===== src/rtl/sqrt_resp_compactor.sv =====
// Compacts a run of sqrt result words into a 64-bit-style MISR signature and
// compares the final signature against a golden value.
module sqrt_resp_compactor #(
    parameter int                DATA_W = 64,
    parameter int                CNT_W  = 8,
    parameter logic [DATA_W-1:0] SEED   = '0
) (
    input  logic              clk,
    input  logic              rst_n,
    input  logic              start,
    input  logic [CNT_W-1:0]  num_steps,
    input  logic [DATA_W-1:0] golden_sig,
    input  logic              sample_valid,
    input  logic [DATA_W-1:0] asqrt,
    output logic              sample_ready,
    output logic              busy,
    output logic              done,
    output logic              pass,
    output logic [DATA_W-1:0] signature,
    output logic [CNT_W-1:0]  samples_seen
);

    // Feedback taps for x^64 + x^4 + x^3 + x + 1.
    localparam logic [DATA_W-1:0] POLY = DATA_W'(64'h1B);

    typedef enum logic [1:0] {
        IDLE,
        CAPTURE,
        CHECK,
        DONE
    } state_t;

    state_t             state;
    state_t             state_nxt;
    logic [CNT_W-1:0]   num_q;
    logic               accept;
    logic               last_sample;
    logic [DATA_W-1:0]  sig_nxt;

    // The count guard keeps samples_seen from ever running past num_steps.
    assign sample_ready = (state == CAPTURE) && (samples_seen != num_q);
    assign busy         = (state == CAPTURE) || (state == CHECK);
    assign done         = (state == DONE);
    assign accept       = sample_valid && sample_ready;
    assign last_sample  = (samples_seen + CNT_W'(1)) == num_q;

    assign sig_nxt = {signature[DATA_W-2:0], 1'b0}
                   ^ (signature[DATA_W-1] ? POLY : '0)
                   ^ asqrt;

    // NOTE: state is held with non-blocking assignments so every flop samples
    // pre-edge values; the combinational block below uses blocking assignments.
    always_ff @(posedge clk or negedge rst_n) begin
        if (!rst_n) begin
            state <= IDLE;
        end else begin
            state <= state_nxt;
        end
    end

    // NOTE: state_nxt gets a default before the case so no path leaves it
    // unassigned, which would otherwise infer a latch.
    always_comb begin
        state_nxt = state;
        unique case (state)
            IDLE: begin
                if (start) begin
                    state_nxt = (num_steps == '0) ? CHECK : CAPTURE;
                end
            end
            CAPTURE: begin
                if (accept && last_sample) begin
                    state_nxt = CHECK;
                end
            end
            CHECK:   state_nxt = DONE;
            DONE:    state_nxt = IDLE;
            default: state_nxt = IDLE;
        endcase
    end

    // Signature and count persist after DONE; only a new accepted start clears them.
    always_ff @(posedge clk or negedge rst_n) begin
        if (!rst_n) begin
            signature    <= SEED;
            samples_seen <= '0;
            num_q        <= '0;
            pass         <= 1'b0;
        end else if (state == IDLE && start) begin
            signature    <= SEED;
            samples_seen <= '0;
            num_q        <= num_steps;
            pass         <= 1'b0;
        end else if (accept) begin
            signature    <= sig_nxt;
            samples_seen <= samples_seen + CNT_W'(1);
        end else if (state == CHECK) begin
            pass <= (signature == golden_sig);
        end
    end

endmodule


===== config.mk =====
export PLATFORM = sky130hd
export DESIGN_NAME = sqrt_resp_compactor
export DESIGN_NICKNAME = d
export VERILOG_FILES = /design/src/rtl/sqrt_resp_compactor.sv
export SDC_FILE = /design/constraint.sdc
export NUM_CORES = 1
export LEC_CHECK = 0
export ABC_AREA = 0
export CELL_PAD_IN_SITES_DETAIL_PLACEMENT = 0
export CELL_PAD_IN_SITES_GLOBAL_PLACEMENT = 1
export CORE_ASPECT_RATIO = 1.25
export CORE_MARGIN = 4
export CORE_UTILIZATION = 34
export DETAILED_ROUTE_END_ITERATION = 10
export GPL_ROUTABILITY_DRIVEN = 0
export PLACE_DENSITY = 0.95
export SLEW_MARGIN = 20
export SYNTH_ARGS = -nofsm -noshare
export SYNTH_HDL_FRONTEND = slang
export SYNTH_SLANG_ARGS = --single-unit

===== constraint.sdc =====
create_clock -name clk -period 5.9 [get_ports clk]
set_clock_uncertainty 0.1 [all_clocks]
set_input_delay 0.59 -clock clk [delete_from_list [all_inputs] [get_ports clk]]
set_output_delay 0.59 -clock clk [all_outputs]
set_load 0.02 [all_outputs]

==> metrics.md, run 1 <==
| Metric | Value |
|---|---|
| Result of the run | `finished, final reports clean` |
| Number of clock buffers inserted by TritonCTS | `9` |
| Peak ir drop on the vdd network | `0.000323 V` |
| Post-CTS Setup Repair Bufs | `0` |
| Maximum fanout along the worst path | `5` |
| Leakage power figure | `2.86 nW` |
| Element type at the critical path start | `register` |
| Layout Area Growth over Synthesis | `51.6%` |
| Total global-route track usage | `0.207` |
| Max Freq | `352 MHz` |
| CTS tree | `yes` |
| Clk slew on worst S/H paths | `60 ps` |
| Detail-routed via count per cell | `5.12` |
| Fin Hold WS | `210 ps` |
| Leading post-synthesis cells by cell area | `dfrtp_1 (42%), xnor2_1 (18%), a211oi_1 (7.8%), nor2_1 (6.0%), xor2_1 (6.0%)` |
| Num ports | `216` |
| Setup TNS | `0 ps` |
| Total non-filler cell area in the finished layout | `7560 µm²` |
| R2R Setup Slk | `3390 ps` |
| Effective utilization at floorplan | `0.346` |
| Remaining antenna violation count | `0` |
| Number of synthesis warnings | `0` |
| WL per Instance | `19.6 µm` |
| Total grt overflow | `0` |
| Wire length of the first global-routing pass | `26.3 mm` |
| Maximum number of pins on one net before global-route repair | `84` |
| Diode count | `0` |
| Sequential-to-total area share from yosys stat | `0.416` |
| Via count of the first global-routing pass | `4,860` |
| Power density over the cells | `505 nW/µm²` |
| Buffer depth of the longest clock path | `2` |
| Fin. Hold Viols | `0` |
| Setup repair after global routing missed its margin | `false` |
| Total number of vias | `4,515` |
| Final Instance Count excl. Fillers | `881` |
| Post-route fraction of the period consumed by the critical path | `0.482` |
| Max_slew headroom | `0.340` |
| Final Net Count | `843` |
| Category of the most critical setup path | `reg2out` |
| DRC viols | `0` |
| Synth cell types | `40` |
| Final setup violating endpoints | `0` |
| Yosys top cell by area | `dfrtp_1` |
| Nets in the synthesized netlist | `641` |
| Required time of the critical path | `5210 ps` |
| Antenna violations before repair | `0` |
| Post-CTS sizing | `0` |
| EDFF count, synth | `0` |
| Number of levels the H-tree was split into | `3` |
| Fraction of final layout cells with drive strength greater than 1 | `0.0555` |
| Top cell type's share of synthesized area | `0.416` |
| Mapped Avg Cell Area | `10.1 µm²` |
| Tmin final | `2840 ps` |
| Dpl cells | `865` |
| Max Cap Viol | `0` |
| Clk Latency, worst-skew pair | `330 ps` |
| Final WS setup | `3060 ps` |
| FF/Latch Area | `2080 µm²` |
| Endpoint of the most critical register-to-register path | `pass` |
| Row Count | `49` |
| Input/output buffers | `215` |
| Filler cell count in the final layout | `1,329` |
| Die footprint | `16,700 µm²` |
| Overall routed net length | `17.2 mm` |
| Drt first pass iters | `4` |
| Number of design-rule violations left by the first detailed-router iteration | `242` |
| Hold-fix buffers at CTS | `0` |
| Type of destination of the critical path | `primary output` |
| Total area of multi-input combinational cells | `2710 µm²` |
| Flip-flop and latch count after synthesis | `83` |
| CTS root buffer | `clkbuf_16` |
| Transition time at the pin with the least slew margin | `990 ps` |
| Die span in x | `116 µm` |
| Post-placement worst setup slack | `3090 ps` |
| Share of synthesized flip-flops with an asynchronous set or reset | `1.00` |
| Top flip-flop cell by instance count after synthesis | `dfrtp_1` |
| Reg-to-reg critical path startpoint | `state[0]` |
| Slew Viols, Final | `0` |
| Post-place instance area | `7250 µm²` |
| Worst hold-check path type | `in2async` |
| CTS sink cnt | `83` |
| Netlist area before placement | `4990 µm²` |
| Core region area | `14,400 µm²` |
| DIE HEIGHT | `143 µm` |
| Arrival time reported for the critical path endpoint | `2150 ps` |
| Cell count of the worst reg-to-reg path | `7` |
| Post-DP HPWL | `13.5 mm` |
| Number of instances in the synthesized netlist | `496` |
[kinds of logic after synthesis]
logic type                 share of synthesized area
xor gates and xnor gates                       0.239
AOI/OAI and AO/OA                              0.141
DFF                                            0.416
muxes                                         0.0326
and+or+nand+nor                                0.117
buffers and inverters                         0.0409
adders and majority gates                     0.0125
[synth_stat cells, types with 8 or more instances]
cell type,n
xnor2_1,102
clkbuf_1,10
inv_1,17
a211oi_2,10
dfrtp_1,83
nand4_1,14
nand2_1,8
buf_2,13
nor2_1,80
nor4_1,8
xor2_1,34
a211oi_1,52
[through the flow]
stage	util	power, mW
after floorplan	-	2.37
after global placement	0.503	3.20
after detailed placement	0.503	3.26
after CTS	0.525	3.86
after global routing	0.525	4.07
final	0.525	3.82
[worst max-delay path by stage]
stage	from	end	depth (start not counted)	slack (ps)
detailed placement	start	pass	6	3090
floorplan	samples_seen[5]	sample_ready	4	3740
global placement	start	pass	6	3120
global route	samples_seen[5]	sample_ready	4	2920
CTS	samples_seen[7]	sample_ready	4	3020
finish	samples_seen[7]	sample_ready	4	3060
[placed cells by master (no fill, tap or decap), drive strengths merged, types with 4 or more instances in the layout]
master,count
clkdlybuf4s50,214
xnor2,102
dfrtp,83
nor2,80
a211oi,62
xor2,34
inv,19
nand4,14
clkbuf,10
mux2,10
nand2,8
nor4,8
mux2i,5
ha,5
o2bb2ai,4
buf,4
[flip-flops by register name, summed over array words and instances, names as in the netlist]
name,cells
samples_seen,8
signature,64
num_q,8
state,2
pass,1
[power by group]
| part | switching, mW | leakage [nW] | internal (mW) |
|---|---|---|---|
| Clock | 0.241 | 0.150 | 0.344 |
| Sequential | 0.385 | 1.04 | 0.819 |
| Combinational | 1.02 | 1.67 | 1.01 |
| Total | 1.64 | 2.86 | 2.18 |
[metal layers]
metal | global-route usage | wire length [µm]
met3 | 0.0514 | 1490
met5 | 0 | 0
met4 | 0.0806 | 525
met1 | 0.243 | 6430
met2 | 0.359 | 8800
[worst max-delay path, stage by stage (launching register included)]
cell	delay, ps
dfrtp_1	420
xnor2_1	370
and4_1	330
a41oi_1	140
clkdlybuf4s50_1	570
[layout make-up]
class / instances / area share
Inverter: 18 / 0.00893
Sequential cell: 83 / 0.275
Clock inverter: 6 / 0.00959
Clock buffer: 10 / 0.0316
Timing Repair Buffer: 218 / 0.288
Multi-Input combinational cell: 368 / 0.358
Tap cell: 178 / 0.0294
Note: power is estimated with default switching activity, not from simulation.
==> run 2, diff against run 1 <==
CORE_UTILIZATION = 29   (was 34)
PLACE_DENSITY = 0.86   (was 0.95)
clock period = 2.44 ns   (was 5.9 ns; I/O delays follow)
==> run 2 against run 1 <==
Final cell count up 6.4%. Clock-buffer cell count up 2. Sequential share of layout area down 0.64 points. Non-clock buffer count up 14. Critical path depth unchanged. First-iteration DRC count down 14%. Die area up 16%. Flip-flop and latch count unchanged. Global-route usage down 2.5 points. Via count down 1.6%. Sequential power up 140%. Core utilization down 6.5 points. Critical endpoint unchanged.
==> metrics.md, run 2 (synthesis gave the netlist of run 1 again) <==
| Metric | Value |
|---|---|
| Number of clock buffers inserted by TritonCTS | `9 (unchanged)` |
| Post-DP HPWL | `14.0 mm (+3.3%)` |
| Post-place instance area | `7440 µm² (+2.6%)` |
| Type of destination of the critical path | `primary output` |
| Setup repair after global routing missed its margin | `false` |
| DIE HEIGHT | `155 µm (+7.8%)` |
| Max FFs per register | `64 (unchanged)` |
| Fin. Hold Viols | `0 (unchanged)` |
| Buffer depth of the longest clock path | `2 (unchanged)` |
| Slew Viols, Final | `0 (unchanged)` |
| Max_slew headroom | `0.699 (+0.359)` |
| Filler cell count in the final layout | `1,656 (+25%)` |
| Transition time at the pin with the least slew margin | `440 ps (-550 ps)` |
| Largest registers | `signature (64), num_q (8), samples_seen (8)` |
| Layout Area Growth over Synthesis | `55.3%` |
| Final Net Count | `857 (+1.7%)` |
| Maximum fanout along the worst path | `6 (+1)` |
| Required time of the critical path | `2100 ps (-3110 ps)` |
| Detail-routed via count per cell | `4.74 (-7.5%)` |
| Cell-by-cell trace of the critical path | `and2_1, or2_1, a41oi_1, dlygate4sd2_1` |
| WL per Instance | `18.8 µm (-3.8%)` |
| Overall routed net length | `17.6 mm (+2.3%)` |
| Input/output buffers | `215 (unchanged)` |
| Reg-to-reg critical path startpoint | `num_q[5]` |
| Result of the run | `finished, final reports clean` |
| Peak ir drop on the vdd network | `0.000598 V (+85%)` |
| Max Cap Viol | `0 (unchanged)` |
| Diode count | `0 (unchanged)` |
| Power density over the cells | `1200 nW/µm² (+140%)` |
| Number of levels the H-tree was split into | `3 (unchanged)` |
| Row Count | `53 (+8.2%)` |
| Die footprint | `19,400 µm² (+16%)` |
| Most common library cell in the layout ignoring fill and taps | `clkdlybuf4s50_1` |
| Core region area | `16,800 µm² (+17%)` |
| CTS sink cnt | `83 (unchanged)` |
| Post-placement worst setup slack | `62.4 ps (-3030 ps)` |
| Post-route fraction of the period consumed by the critical path | `0.914` |
| Drt first pass iters | `4 (unchanged)` |
| Maximum number of pins on one net before global-route repair | `73 (-13%)` |
| Total global-route track usage | `0.181 (-0.0253)` |
| Clk slew on worst S/H paths | `70 ps (about the same)` |
| Worst hold-check path type | `in2async` |
| Clk Latency, worst-skew pair | `350 ps (+20 ps)` |
| Total non-filler cell area in the finished layout | `7740 µm² (+2.4%)` |
| Arrival time reported for the critical path endpoint | `1880 ps (-270 ps)` |
| Final WS setup | `211 ps (-2850 ps)` |
| Final setup violating endpoints | `0 (unchanged)` |
| Fraction of final layout cells with drive strength greater than 1 | `0.0725 (+0.0170)` |
| Die span in x | `125 µm (+7.7%)` |
| Antenna violations before repair | `0 (unchanged)` |
| Leakage power figure | `2.94 nW (+2.6%)` |
| Buffer and inverter count on the worst path | `1 (unchanged)` |
| DRC viols | `0 (unchanged)` |
| Most frequent cells in the layout | `clkdlybuf4s50_1 (213), xnor2_1 (102), dfrtp_1 (83)` |
| Tmin final | `2230 ps` |
| Launching instance or port of the critical path | `num_q[5]` |
| Number of design-rule violations left by the first detailed-router iteration | `209 (-14%)` |
| Element type at the critical path start | `register` |
| CTS root buffer | `clkbuf_16` |
| Category of the most critical setup path | `reg2out` |
| Logic depth of the worst path, buffers included | `4 (unchanged)` |
| Category of cells accounting for the largest share of critical-path delay | `simple AND/OR/NAND/NOR gates` |
| Largest Register | `signature` |
| Total grt overflow | `0 (unchanged)` |
| Setup TNS | `0 ps (unchanged)` |
| Wire length of the first global-routing pass | `26.9 mm (+2.2%)` |
| Effective utilization at floorplan | `0.296 (-0.0501)` |
| CTS tree | `yes` |
| Delay of the slowest cell on the worst path | `450 ps (-120 ps)` |
| Max Freq | `449 MHz` |
| Remaining antenna violation count | `0 (unchanged)` |
| Via count of the first global-routing pass | `4,597 (-5.4%)` |
| Cell count of the worst reg-to-reg path | `7 (unchanged)` |
| Num ports | `216 (unchanged)` |
| Critical-path cell with the highest stage delay | `dfrtp_1` |
| Overall power | `9.28 mW (+140%)` |
| Total number of vias | `4,443 (-1.6%)` |
## run 2: repair_timing
| item | CTS | global route |
|---|---|---|
| endpoints found under the hold margin | 30 | 0 |
| gates resized for setup | 1 | 0 |
| setup endpoints to repair | 1 | 0 |
| buffers inserted | 0 | 0 |
| hold buffers | 1 | 0 |
## run 2: through the flow
step            util  hold WS [ps]  std cells
6_report       0.460           280        937
5_1_grt        0.460           308        937
4_1_cts        0.460           287        937
3_5_place_dp   0.442           128        920
3_3_place_gp   0.442           124        920
2_1_floorplan      -          -152        496
## run 2: area by class of cell
| class | count | area [µm²] | share of cell area |
|---|---|---|---|
| clock buffers | 12 | 267 | 0.0344 |
| clock inverters | 4 | 32.5 | 0.00420 |
| inverters | 18 | 67.6 | 0.00872 |
| multi-input cells | 368 | 2710 | 0.350 |
| flip-flops and latches | 83 | 2080 | 0.268 |
| well taps | 220 | 275 | 0.0355 |
| repair buffers | 232 | 2320 | 0.299 |
## run 2: final timing paths
check / slack, ps / endpoint
min in group clk: 430 / num_q[0]
worst min register to register: 430 / num_q[0]
max in group asynchronous: 1340 / signature[7]
worst min-delay path: 280 / num_q[5]
worst max register to register: 260 / signature[8]
worst max-delay path: 210 / sample_ready
## run 2: power breakdown
| group | switching (mW) | leakage (nW) | total (mW) | internal, mW |
|---|---|---|---|---|
| logic | 2.47 | 1.75 | 4.98 | 2.52 |
| clock network | 0.609 | 0.141 | 1.39 | 0.780 |
| registers | 0.927 | 1.04 | 2.91 | 1.98 |
| total | 4.00 | 2.94 | 9.28 | 5.28 |
## run 2: metal layers
layer	up-vias	GRT usage	wire, µm
li1	2156	-	-
met1	2102	0.220	7210
met2	160	0.304	8610
met3	25	0.0594	1340
met4	0	0.0620	490
met5	-	0	0
==> run 3, diff against run 2 <==
CORE_UTILIZATION = 34   (was 29)
PLACE_DENSITY = 0.95   (was 0.86)
clock period = 2.9 ns   (was 2.44 ns; I/O delays follow)
==> run 3 against run 2 <==
Sequential share of layout area rose by 0.58 points. Core utilization rose by 6.6 points. Routed wire length barely moved. Die area fell by 14%. Cell area fell by 2.1%. Critical path depth did not move. Final cell count fell by 5.7%. Setup slack improved by 88 ps. Flip-flop and latch count did not move. Clock-buffer cell count fell by 3. Non-clock buffer count fell by 8. First-iteration DRC count fell by 5.7%.
==> metrics.md, run 3 (synthesis gave the netlist of run 1 again) <==
| Metric | Value |
|---|---|
| Overall power | `7.73 mW (-17%)` |
| Element type at the critical path start | `register` |
| Largest registers | `signature (64), num_q (8), samples_seen (8)` |
| Row Count | `49 (-7.5%)` |
| Antenna violations before repair | `0 (unchanged)` |
| Fraction of final layout cells with drive strength greater than 1 | `0.0581 (-0.0145)` |
| Most frequent cells in the layout | `clkdlybuf4s50_1 (214), xnor2_1 (102), dfrtp_1 (83)` |
| Post-DP HPWL | `14.2 mm (+1.8%)` |
| Number of design-rule violations left by the first detailed-router iteration | `197 (-5.7%)` |
| WL per Instance | `20.0 µm (+6.1%)` |
| Buffer depth of the longest clock path | `2 (unchanged)` |
| DRC viols | `0 (unchanged)` |
| Post-route fraction of the period consumed by the critical path | `0.897` |
| Cell count of the worst reg-to-reg path | `6 (-1)` |
| Tmin final | `2600 ps` |
| Num ports | `216 (unchanged)` |
| Arrival time reported for the critical path endpoint | `2210 ps (+330 ps)` |
| CTS root buffer | `clkbuf_16` |
| Diode count | `0 (unchanged)` |
| Most common library cell in the layout ignoring fill and taps | `clkdlybuf4s50_1` |
| DIE HEIGHT | `143 µm (-7.2%)` |
| Worst hold-check path type | `in2async` |
| Effective utilization at floorplan | `0.346 (+0.0501)` |
| Post-CTS sizing | `0 (-1)` |
| Leakage power figure | `2.88 nW (-1.9%)` |
| Category of the most critical setup path | `reg2out` |
| Power density over the cells | `1020 nW/µm² (-15%)` |
| Total grt overflow | `0 (unchanged)` |
| Final WS setup | `299 ps (+88.3 ps)` |
| Required time of the critical path | `2510 ps (+410 ps)` |
| Max Cap Viol | `0 (unchanged)` |
| Detail-routed via count per cell | `5.07 (+7.0%)` |
| Core region area | `14,400 µm² (-14%)` |
| Largest Register | `signature` |
| Number of clock buffers inserted by TritonCTS | `9 (unchanged)` |
| Fin. Hold Viols | `0 (unchanged)` |
| Max_slew headroom | `0.607 (-0.0918)` |
| Drt first pass iters | `4 (unchanged)` |
| Max Freq | `385 MHz` |
| Remaining antenna violation count | `0 (unchanged)` |
| Type of destination of the critical path | `primary output` |
| Layout Area Growth over Synthesis | `51.9%` |
| Input/output buffers | `215 (unchanged)` |
| Overall routed net length | `17.7 mm (about the same)` |
| Maximum number of pins on one net before global-route repair | `49 (-33%)` |
| Die span in x | `116 µm (-7.2%)` |
| Clk Latency, worst-skew pair | `330 ps (-20 ps)` |
| Number of levels the H-tree was split into | `3 (unchanged)` |
| Setup repair after global routing missed its margin | `false` |
| Max FFs per register | `64 (unchanged)` |
| CTS sink cnt | `83 (unchanged)` |
| Setup TNS | `0 ps (unchanged)` |
| Dpl cells | `870 (-5.4%)` |
| CTS tree | `yes` |
| Peak ir drop on the vdd network | `0.000509 V (-15%)` |
| Total number of vias | `4,486 (+0.97%)` |
| Fin Hold WS | `415 ps (+135 ps)` |
| Final Net Count | `849 (-0.93%)` |
| Via count of the first global-routing pass | `4,848 (+5.5%)` |
| Post-placement worst setup slack | `539 ps (+477 ps)` |
| Final setup violating endpoints | `0 (unchanged)` |
| Maximum fanout along the worst path | `5 (-1)` |
| Wire length of the first global-routing pass | `26.8 mm (-0.23%)` |
| Final Instance Count excl. Fillers | `884 (-5.7%)` |
| Transition time at the pin with the least slew margin | `584 ps (+144 ps)` |
| Slew Viols, Final | `0 (unchanged)` |
| Result of the run | `finished, final reports clean` |
| Total global-route track usage | `0.210 (+0.0284)` |
| Die footprint | `16,700 µm² (-14%)` |
| Clk slew on worst S/H paths | `60 ps (about the same)` |
-- run 3: cell count changes in the layout (fill, tap and decap cells not counted), sizes merged --
cell	previous run	this run
buf	17	9
clkbuf	12	9
clkinv	2	4
clkinvlp	2	0
bufinv	0	1
clkdlybuf4s50	213	214
dlygate4sd2	1	0
inv	18	17
-- run 3: worst paths after layout --
path	from	to	slack [ps]
worst max-delay path	samples_seen[7]	sample_ready	300
worst min-delay path	rst_n	signature[62]	420
worst max register to register	samples_seen[7]	signature[40]	520
worst min register to register	num_q[7]	num_q[7]	430
max in group asynchronous	rst_n	samples_seen[7]	1560
min in group clk	num_q[7]	num_q[7]	430
-- run 3: power by group --
group          total, mW  leakage (nW)  internal, mW  switching [mW]
registers           2.46          1.04          1.67           0.790
clock network       1.09         0.137         0.648           0.438
logic               4.19          1.70          2.09            2.11
-- run 3: final cells by class --
cell class                 count  area [µm²]
multi-input combinational    368        2710
clock inverter                 4        45.0
timing repair buffer         224        2230
inverter                      18        67.6
fill                        1332        6830
sequential                    83        2080
clock buffer                   9         225
tap                          178         223
-- run 3: worst max-delay path, stage by stage, from the launching register on --
cell and delay [ps]:
dfrtp_1 420, xnor2_1 380, and4_1 350, a41oi_1 150, clkdlybuf4s50_1 580
-- run 3: metrics by stage --
stage	util	area, µm²
2_1_floorplan	-	4990
3_3_place_gp	0.507	7300
3_5_place_dp	0.507	7300
4_1_cts	0.526	7580
5_1_grt	0.526	7580
6_report	0.526	7580
-- run 3: routing by layer --
metal,share of wire,global-route usage,routed length (µm),up-vias
li1,-,-,-,2138
met1,0.39,0.249,6820,2157
met2,0.52,0.379,9230,167
met3,0.067,0.0392,1180,24
met4,0.024,0.0678,421,0
met5,0,0,0,-
-- run 3: timing repair --
| action | 4_1_cts | 5_1_grt |
|---|---|---|
| endpoints found under the setup margin | 0 | 0 |
| hold buffers | 1 | 0 |
| buffers inserted | 0 | 0 |
| hold endpoints to repair | 42 | 0 |
